==> src/rtl/fifo_pkg.sv <==
// Shared async-FIFO helpers: Gray conversion, parameter legality checks and the default pointer width.
// Used by both the write-side and read-side pointer controllers.
package fifo_pkg;

    localparam int DEF_FIFO_DEPTH_BIT = 5;
    localparam int PTR_W              = DEF_FIFO_DEPTH_BIT + 1;

    // Conversions work on a wide word so any pointer width up to 32 can zero-extend in and truncate out.
    typedef logic [31:0] ptr_word_t;

    function automatic ptr_word_t bin2gray(input ptr_word_t bin);
        return bin ^ (bin >> 1);
    endfunction

    function automatic ptr_word_t gray2bin(input ptr_word_t gray);
        ptr_word_t bin;
        bin     = '0;
        bin[31] = gray[31];
        for (int i = 30; i >= 0; i--) begin
            bin[i] = bin[i+1] ^ gray[i];
        end
        return bin;
    endfunction

    function automatic bit ratio_legal(input int din_width, input int dout_width);
        return (dout_width == din_width) || (dout_width == 2 * din_width) ||
               (din_width == 2 * dout_width);
    endfunction

endpackage

==> src/rtl/gray_sync.sv <==
// Multi-flop synchroniser for a Gray-coded pointer crossing into the local clock domain.
// Async active-low reset clears every stage to zero.
module gray_sync #(
    parameter int WIDTH  = 6,
    parameter int STAGES = 2
) (
    input  logic             clk,
    input  logic             rst_n,
    input  logic [WIDTH-1:0] d,
    output logic [WIDTH-1:0] q
);

    logic [WIDTH-1:0] pipe [STAGES];

    always_ff @(posedge clk or negedge rst_n) begin
        if (!rst_n) begin
            for (int i = 0; i < STAGES; i++) begin
                pipe[i] <= '0;
            end
        end else begin
            pipe[0] <= d;
            for (int i = 1; i < STAGES; i++) begin
                pipe[i] <= pipe[i-1];
            end
        end
    end

    assign q = pipe[STAGES-1];

endmodule

==> src/rtl/write_full_ctrl.sv <==
// Write-domain pointer, Gray publication and full/almost-full/level/overflow flags of the async FIFO.
// The read Gray pointer is only observed (via gray_sync), never modified here.
module write_full_ctrl
    import fifo_pkg::*;
#(
    parameter int DATAIN_WIDTH       = 8,
    parameter int DATAOUT_WIDTH      = 16,
    parameter int FIFO_DEPTH_BIT     = 5,
    parameter int ALMOST_FULL_MARGIN = 2,
    parameter int SYNC_STAGES        = 2
) (
    input  logic                      w_clk,
    input  logic                      w_rst_n,
    input  logic                      w_en,
    input  logic                      clr_overflow,
    input  logic [FIFO_DEPTH_BIT:0]   read_addr_gray,
    output logic                      w_accept,
    output logic [FIFO_DEPTH_BIT-1:0] write_addr,
    output logic [FIFO_DEPTH_BIT:0]   write_addr_gray,
    output logic                      flag_full,
    output logic                      flag_almost_full,
    output logic [FIFO_DEPTH_BIT:0]   write_level,
    output logic                      overflow
);

    localparam int WPTR_W    = FIFO_DEPTH_BIT + 1;
    localparam int DEPTH     = 1 << FIFO_DEPTH_BIT;
    localparam int AF_THRESH = DEPTH - ALMOST_FULL_MARGIN;

    if (!ratio_legal(DATAIN_WIDTH, DATAOUT_WIDTH)) begin : g_bad_ratio
        $error("write_full_ctrl: DATAOUT_WIDTH/DATAIN_WIDTH ratio must be 1 or 2");
    end
    if (ALMOST_FULL_MARGIN < 1 || ALMOST_FULL_MARGIN > DEPTH - 1) begin : g_bad_margin
        $error("write_full_ctrl: ALMOST_FULL_MARGIN out of range");
    end
    if (SYNC_STAGES < 2) begin : g_bad_sync
        $error("write_full_ctrl: SYNC_STAGES must be at least 2");
    end

    logic [WPTR_W-1:0] wbin;
    logic [WPTR_W-1:0] wbin_next;
    logic [WPTR_W-1:0] wgray_next;
    logic [WPTR_W-1:0] rgray_s;
    logic [WPTR_W-1:0] rbin_s;
    logic [WPTR_W-1:0] level_next;
    logic [WPTR_W-1:0] full_pattern;

    gray_sync #(
        .WIDTH  (WPTR_W),
        .STAGES (SYNC_STAGES)
    ) u_rgray_sync (
        .clk   (w_clk),
        .rst_n (w_rst_n),
        .d     (read_addr_gray),
        .q     (rgray_s)
    );

    // Reset also blocks the strobe so the RAM never sees a write while the pointer is held at zero.
    assign w_accept     = w_en & ~flag_full & w_rst_n;
    assign write_addr   = wbin[FIFO_DEPTH_BIT-1:0];
    assign wbin_next    = wbin + {{(WPTR_W-1){1'b0}}, w_accept};
    assign wgray_next   = WPTR_W'(bin2gray(32'(wbin_next)));
    assign rbin_s       = WPTR_W'(gray2bin(32'(rgray_s)));
    assign level_next   = wbin_next - rbin_s;
    assign full_pattern = {~rgray_s[WPTR_W-1:WPTR_W-2], rgray_s[WPTR_W-3:0]};

    // All flags are computed from the next pointer so they line up with the published Gray value.
    always_ff @(posedge w_clk or negedge w_rst_n) begin
        if (!w_rst_n) begin
            wbin             <= '0;
            write_addr_gray  <= '0;
            flag_full        <= 1'b0;
            flag_almost_full <= 1'b0;
            write_level      <= '0;
            overflow         <= 1'b0;
        end else begin
            wbin             <= wbin_next;
            write_addr_gray  <= wgray_next;
            flag_full        <= (wgray_next == full_pattern);
            flag_almost_full <= (level_next >= WPTR_W'(AF_THRESH));
            write_level      <= level_next;
            overflow         <= (w_en & flag_full) | (overflow & ~clr_overflow);
        end
    end

endmodule

==> config.mk <==
export PLATFORM = sky130hd
export DESIGN_NAME = write_full_ctrl
export DESIGN_NICKNAME = d
export VERILOG_FILES = /design/src/rtl/fifo_pkg.sv /design/src/rtl/gray_sync.sv /design/src/rtl/write_full_ctrl.sv
export SDC_FILE = /design/constraint.sdc
export NUM_CORES = 1
export LEC_CHECK = 0
export CAP_MARGIN = 10
export CORE_UTILIZATION = 54
export DETAILED_ROUTE_END_ITERATION = 10
export DONT_BUFFER_PORTS = 1
export HOLD_SLACK_MARGIN = 0.06
export PLACE_DENSITY = 0.69
export SLEW_MARGIN = 20
export SYNTH_ARGS = -nofsm -noshare
export SYNTH_HDL_FRONTEND = slang
export SYNTH_SLANG_ARGS = --single-unit
==> constraint.sdc <==
create_clock -name w_clk -period 2.6 [get_ports w_clk]
set_input_delay 0.52 -clock w_clk [delete_from_list [all_inputs] [get_ports w_clk]]
set_output_delay 0.52 -clock w_clk [all_outputs]
set_load 0.1 [all_outputs]
-- Word level (Yosys, flattened, before mapping)
Index checks and enable logic that the tools add are counted.
- register bits: 33
- input port bits: 10
- output and inout bits: 21
- equal/unequal tests: 1
- bitwise logic cells: 14
- magnitude comparators: 1
- add/sub/neg operators: 2
- operator list (kind ; count):
    $add A6 B1 Y6 ; 1
    $eq A6 B6 Y1 ; 1
    $ge A6 B5 Y1 const B ; 1
    $sub A6 B6 Y6 ; 1
    $xor A6 B5 Y6 ; 1
    $xor A1 B1 Y1 ; 5
    $and A1 B1 Y1 ; 4
    $not A1 Y1 ; 2
    $not A2 Y2 ; 1
    $or A1 B1 Y1 ; 1

-- Longest topological paths before layout
- depth in word-level cells: 7
- gate-level depth with buffers: 12
- mapped depth without buffers: 12

-- Hierarchy
A second synthesis with hierarchy kept.
- cells, all modules: 106
- area total of the unflattened synthesis: 1405.1 um^2
- by module, submodules not included (module ; seq. area each (um^2) ; times used ; cells an instance ; area each (um^2)):
    write_full_ctrl ; 500.5 ; 1 ; 88 ; 1059.8
    gray_sync ; 300.3 ; 1 ; 18 ; 345.3

-- Worst setup path before layout
No wires, ideal clock.
- path kind: reg-to-reg
- from: register flag_full
- to: register flag_almost_full
- period minus slack after synthesis: 4.316 ns
- path buffers: 0
- required time: 2.480 ns
- arrival time: 4.195 ns
- path slack: -1.716 ns
- stages on the path, launching flop included: 10
- path through: dfrtp_1 -> nor2_1 -> ha_1 -> xnor2_1 -> inv_1 -> ha_1 -> or2b_2 -> o31a_1 -> xnor2_2 -> a41o_1
- longest elaborated chain between the ends: 6
- ends and longest elaborated chain (item ; RTL line ; text):
    start, declared ; write_full_ctrl.sv:20 ; output logic flag_full,
    start signal, assigned ; write_full_ctrl.sv:79 ; flag_full <= (wgray_next == full_pattern);
    $not A1 Y1 ; write_full_ctrl.sv:59 ; assign w_accept = w_en & ~flag_full & w_rst_n;
    $and A1 B1 Y1 (2 in series) ; write_full_ctrl.sv:59 ;
    via w_accept ; write_full_ctrl.sv:17 ; output logic w_accept,
    $add A6 B1 Y6 ; write_full_ctrl.sv:61 ; assign wbin_next = wbin + {{(WPTR_W-1){1'b0}}, w_accept};
    via wbin_next[1] ; write_full_ctrl.sv:41 ; logic [WPTR_W-1:0] wbin_next;
    $sub A6 B6 Y6 ; write_full_ctrl.sv:64 ; assign level_next = wbin_next - rbin_s;
    via level_next[5] ; write_full_ctrl.sv:45 ; logic [WPTR_W-1:0] level_next;
    $ge A6 B5 Y1 ; write_full_ctrl.sv:80 ; flag_almost_full <= (level_next >= WPTR_W'(AF_THRESH));
    end signal, assigned ; write_full_ctrl.sv:80 ;
    end, declared ; write_full_ctrl.sv:21 ; output logic flag_almost_full,
The timed path passes the listed nets, and every way through them passes these cells.

-- Final worst setup path
- from: register u_rgray_sync.pipe (netlist bit u_rgray_sync.q[5])
- to: register flag_almost_full
- longest elaborated chain between the ends: 7
- ends and longest elaborated chain (item ; RTL line ; text):
    start, declared ; gray_sync.sv:13 ; logic [WIDTH-1:0] pipe [STAGES];
    start signal, assigned by index ; gray_sync.sv:23 ; pipe[i] <= pipe[i-1];
    $xor A1 B1 Y1 (5 in series) ; fifo_pkg.sv:20 ; bin[i] = bin[i+1] ^ gray[i];
    $sub A6 B6 Y6 (*) ; write_full_ctrl.sv:64 ;
    via level_next[5] ; write_full_ctrl.sv:45 ;
    $ge A6 B5 Y1 (*) ; write_full_ctrl.sv:80 ;
The timed path passes the listed nets; every way through them passes the cells marked *.

==> implementation parameters <==
Parameter                              Value

Run status
  Run status    complete, no violations

Setup path
  CP Class    flip-flop to flip-flop
  Worst-case register-to-register setup slack    0.12 ns
  Top cell by count, worst path    sky130_fd_sc_hd__xnor2_2
  CP Max Fanout    3
  Crit path capture type    flip-flop
  Endpoint required time on the critical path    2.84 ns
  Series of cell instances along the critical path    xnor2_2 -> xnor2_2 -> xor2_2 -> xnor2_1 -> ha_1 -> or2b_2 -> o31a_1 -> xnor2_2 -> a41o_1
  Top delay family on crit path    XOR/XNOR gates
  Worst setup startpoint    u_rgray_sync.q[5]$_DFF_PN0_
  Library cell contributing the largest single delay on the critical path    sky130_fd_sc_hd__dfrtp_1
  Endpoint of the worst-slack reg-to-reg timing path    flag_almost_full$_DFF_PN0_
  Data arrival time at the worst-slack endpoint    roughly 2.7 ns
  Type of origin of the critical path    flip-flop
  Worst reg2reg path startpoint    u_rgray_sync.q[5]$_DFF_PN0_
  Total buffers and inverters traversed by the critical path    0
  Highest cell delay on the worst timing path    0.42 ns
  R2r worst-path depth    9

Hold path
  Min-Delay Path Class    input port to flip-flop
  Hold Startpoint    read_addr_gray[0]
  Endpoint with the worst hold slack    u_rgray_sync.pipe[6]$_DFF_PN0_
  Min-Delay Path Depth    0

Clock tree
  Clock latency reported for the late side of the worst-skew pair    around 0.34 ns
  CTS root buf    sky130_fd_sc_hd__clkbuf_4
  Number of buffers between clock root and the deepest sink    2
  Number of CTS-inserted buffers    5
  CTS sink count    32
  TritonCTS clock tree    built
  H-Tree Level Count    2
  Clock slew at reported path FFs    0.10 ns

Logic synthesis
  Number of enable-type register cells in the synthesized netlist    0
  Commonest cells post-synth    sky130_fd_sc_hd__dfrtp_1 (32), sky130_fd_sc_hd__xnor2_1 (17), sky130_fd_sc_hd__ha_1 (7), sky130_fd_sc_hd__inv_1 (7), sky130_fd_sc_hd__xor2_1 (6)
  Number of library cell types mapped by synthesis    24
  Syn nets    between 100 and 150
  Cell taking the most area after synthesis    sky130_fd_sc_hd__dfrtp_1
  Cell area after technology mapping    1360 um2
  Register area share after synthesis    0.589
  Top post-synthesis cells by area    sky130_fd_sc_hd__dfrtp_1 (59%), sky130_fd_sc_hd__xnor2_1 (11%), sky130_fd_sc_hd__ha_1 (6.4%)
  Most common cell in the synthesized netlist    sky130_fd_sc_hd__dfrtp_1
  Synth async-reset ratio    1.00
  Gate count of the mapped netlist    100
  Predominant post-synthesis flop cell    sky130_fd_sc_hd__dfrtp_1
  Number of register bits inferred by synthesis    32
  Post-Synthesis Mean Instance Area    roughly 14 um2
  Synth warn    0
  Fraction of post-synthesis cell area in the top cell type by area    0.589

GRT
  Vias in the first global route    791
  All-layer global routing usage    0.210
  Number of antenna violations at the first check in global routing    0
  Maximum number of pins on one net before global-route repair    33
  Total global routing overflow    0
  Wire length of the first global-routing pass    3.70 mm

Timing
  Upper clock frequency limit    403 MHz
  Slew of the pin with the lowest slew margin    0.895 ns
  Number of failing setup endpoints in the final timing report    0
  Post-Route Setup TNS    0 ns
  Period Utilization, post-route    0.954
  Max Clock Skew    approximately 0.014 ns
  Number of hold-slack violations in the final timing report    0
  Clock period minus worst slack    2.48 ns
  Final hold slack    between 0.2 and 0.25 ns
  Relative slew slack    0.403
  Number of pins with negative max-slew slack in the final report    0

Drt
  Via Count    roughly 800
  Detail Route Antenna Nets    0
  Detailed-router iteration count before antenna repair    3
  Remaining design rule violation count    0
  Drt first-iter violations    4
  Mean routed wirelength per cell    15.0 um
  Overall routed net length    2.33 mm
  Vias per cell    5.05

Placement
  Dpl hpwl    1.61 mm
  GPL Wtd Cong    0.757
  I/O Buffers    0

Floorplan
  Effective utilization at floorplan    0.592
  Area of the die    2720 um2
  Area inside the core boundary    2300 um2
  Die boundary height    between 50 and 60 um
  Ports    31
  Overall die width    approximately 52 um
  # rows    17

Run
  Max Cap Violations    0

Finish
  # diodes    0
  Fin nets    144
  Share of cells above drive strength 1    0.323
  Layout Area Growth over Synthesis    24.3%
==> stage by stage <==
| stage | cells | utilization | area (um2) | setup WS (ns) |
|---|---|---|---|---|
| 6_report | 155 | 0.736 | 1690 | 0.120 |
| 2_1_floorplan | 100 | - | 1430 | -0.434 |
| 5_1_grt | 155 | 0.736 | 1690 | -0.00245 |
| 3_5_place_dp | 140 | 0.676 | 1550 | -0.0767 |
| 3_3_place_gp | 140 | 0.676 | 1550 | -0.0245 |
| 4_1_cts | 151 | 0.722 | 1660 | 0.0340 |
==> layout make-up <==
cell class / count / area [um2]
Tap cell: 28 / 35.0
Fill cell: 157 / 607
Sequential cell: 32 / 805
Timing Repair Buffer: 19 / 158
Multi-Input combinational cell: 61 / 608
Inverter: 7 / 26.3
Clock buffer: 8 / 58.8
==> how the worst max path moves through the flow <==
stage	endpoint	cells after the start	slack [ns]
floorplan	flag_almost_full$_DFF_PN0_	9	-0.43
global placement	flag_almost_full$_DFF_PN0_	10	-0.02
detailed placement	flag_almost_full$_DFF_PN0_	10	-0.08
CTS	flag_almost_full$_DFF_PN0_	10	0.03
global route	flag_almost_full$_DFF_PN0_	10	-0.002
finish	flag_almost_full$_DFF_PN0_	9	0.12
==> cell families after synthesis <==
kind of cell / Yosys count / share of synthesized area
flip-flops: 32 / 0.589
AND/OR/NAND/NOR: 15 / 0.0589
AO/OA/AOI/OAI: 10 / 0.0460
XOR/XNOR: 28 / 0.208
adder cells (fa/ha/maj): 8 / 0.0791
buffers and inverters: 7 / 0.0193
==> worst register-to-register path: cells and delay by family (launching register included) <==
family          cells  cell delay (ns)
fa+ha+maj           1             0.22
compound gates      2             0.54
simple gates        1             0.32
xor+xnor            5             0.89
flops               1             0.42
==> sequential cells by signal, indices dropped and copies added (netlist names) <==
name / count
u_rgray_sync.pipe: 6
flag_full: 1
wbin: 6
write_level: 6
flag_almost_full: 1
write_addr_gray: 5
u_rgray_sync.q: 6
overflow: 1
==> routing by layer <==
| layer | global-route usage | vias up | share of wire |
|---|---|---|---|
| li1 | - | 377 | - |
| met1 | 0.241 | 373 | 0.43 |
| met2 | 0.323 | 27 | 0.49 |
| met3 | 0.0899 | 6 | 0.054 |
| met4 | 0.132 | 0 | 0.027 |
| met5 | 0 | - | 0 |
==> what timing repair did <==
item                                    in CTS  in global routing
endpoints found under the hold margin       32                  0
hold buffers                                 2                  0
endpoints found under the setup margin       1                  1
cloned                                       0                  0
setup buffers                                1                  4
pin swaps                                    1                  3
resized for setup                            1                  1
==> cell usage in the layout, fill, tap and decap left out, types with 2 or more instances in the layout <==
cell type,synthesis,layout
sky130_fd_sc_hd__xnor2_1,17,15
sky130_fd_sc_hd__nand3_1,2,2
sky130_fd_sc_hd__nand2_1,5,4
sky130_fd_sc_hd__o21ai_1,2,2
sky130_fd_sc_hd__xor2_2,1,2
sky130_fd_sc_hd__xnor2_2,4,5
sky130_fd_sc_hd__clkbuf_1,0,2
sky130_fd_sc_hd__buf_4,0,17
sky130_fd_sc_hd__a21oi_1,3,2
sky130_fd_sc_hd__ha_4,0,2
sky130_fd_sc_hd__dfrtp_1,32,31
sky130_fd_sc_hd__ha_1,7,5
sky130_fd_sc_hd__clkbuf_4,0,5
sky130_fd_sc_hd__inv_1,7,7
sky130_fd_sc_hd__xor2_1,6,5
Power is not shown: default switching activity piles up to over one toggle a cycle in this logic, so the estimate is an artifact.
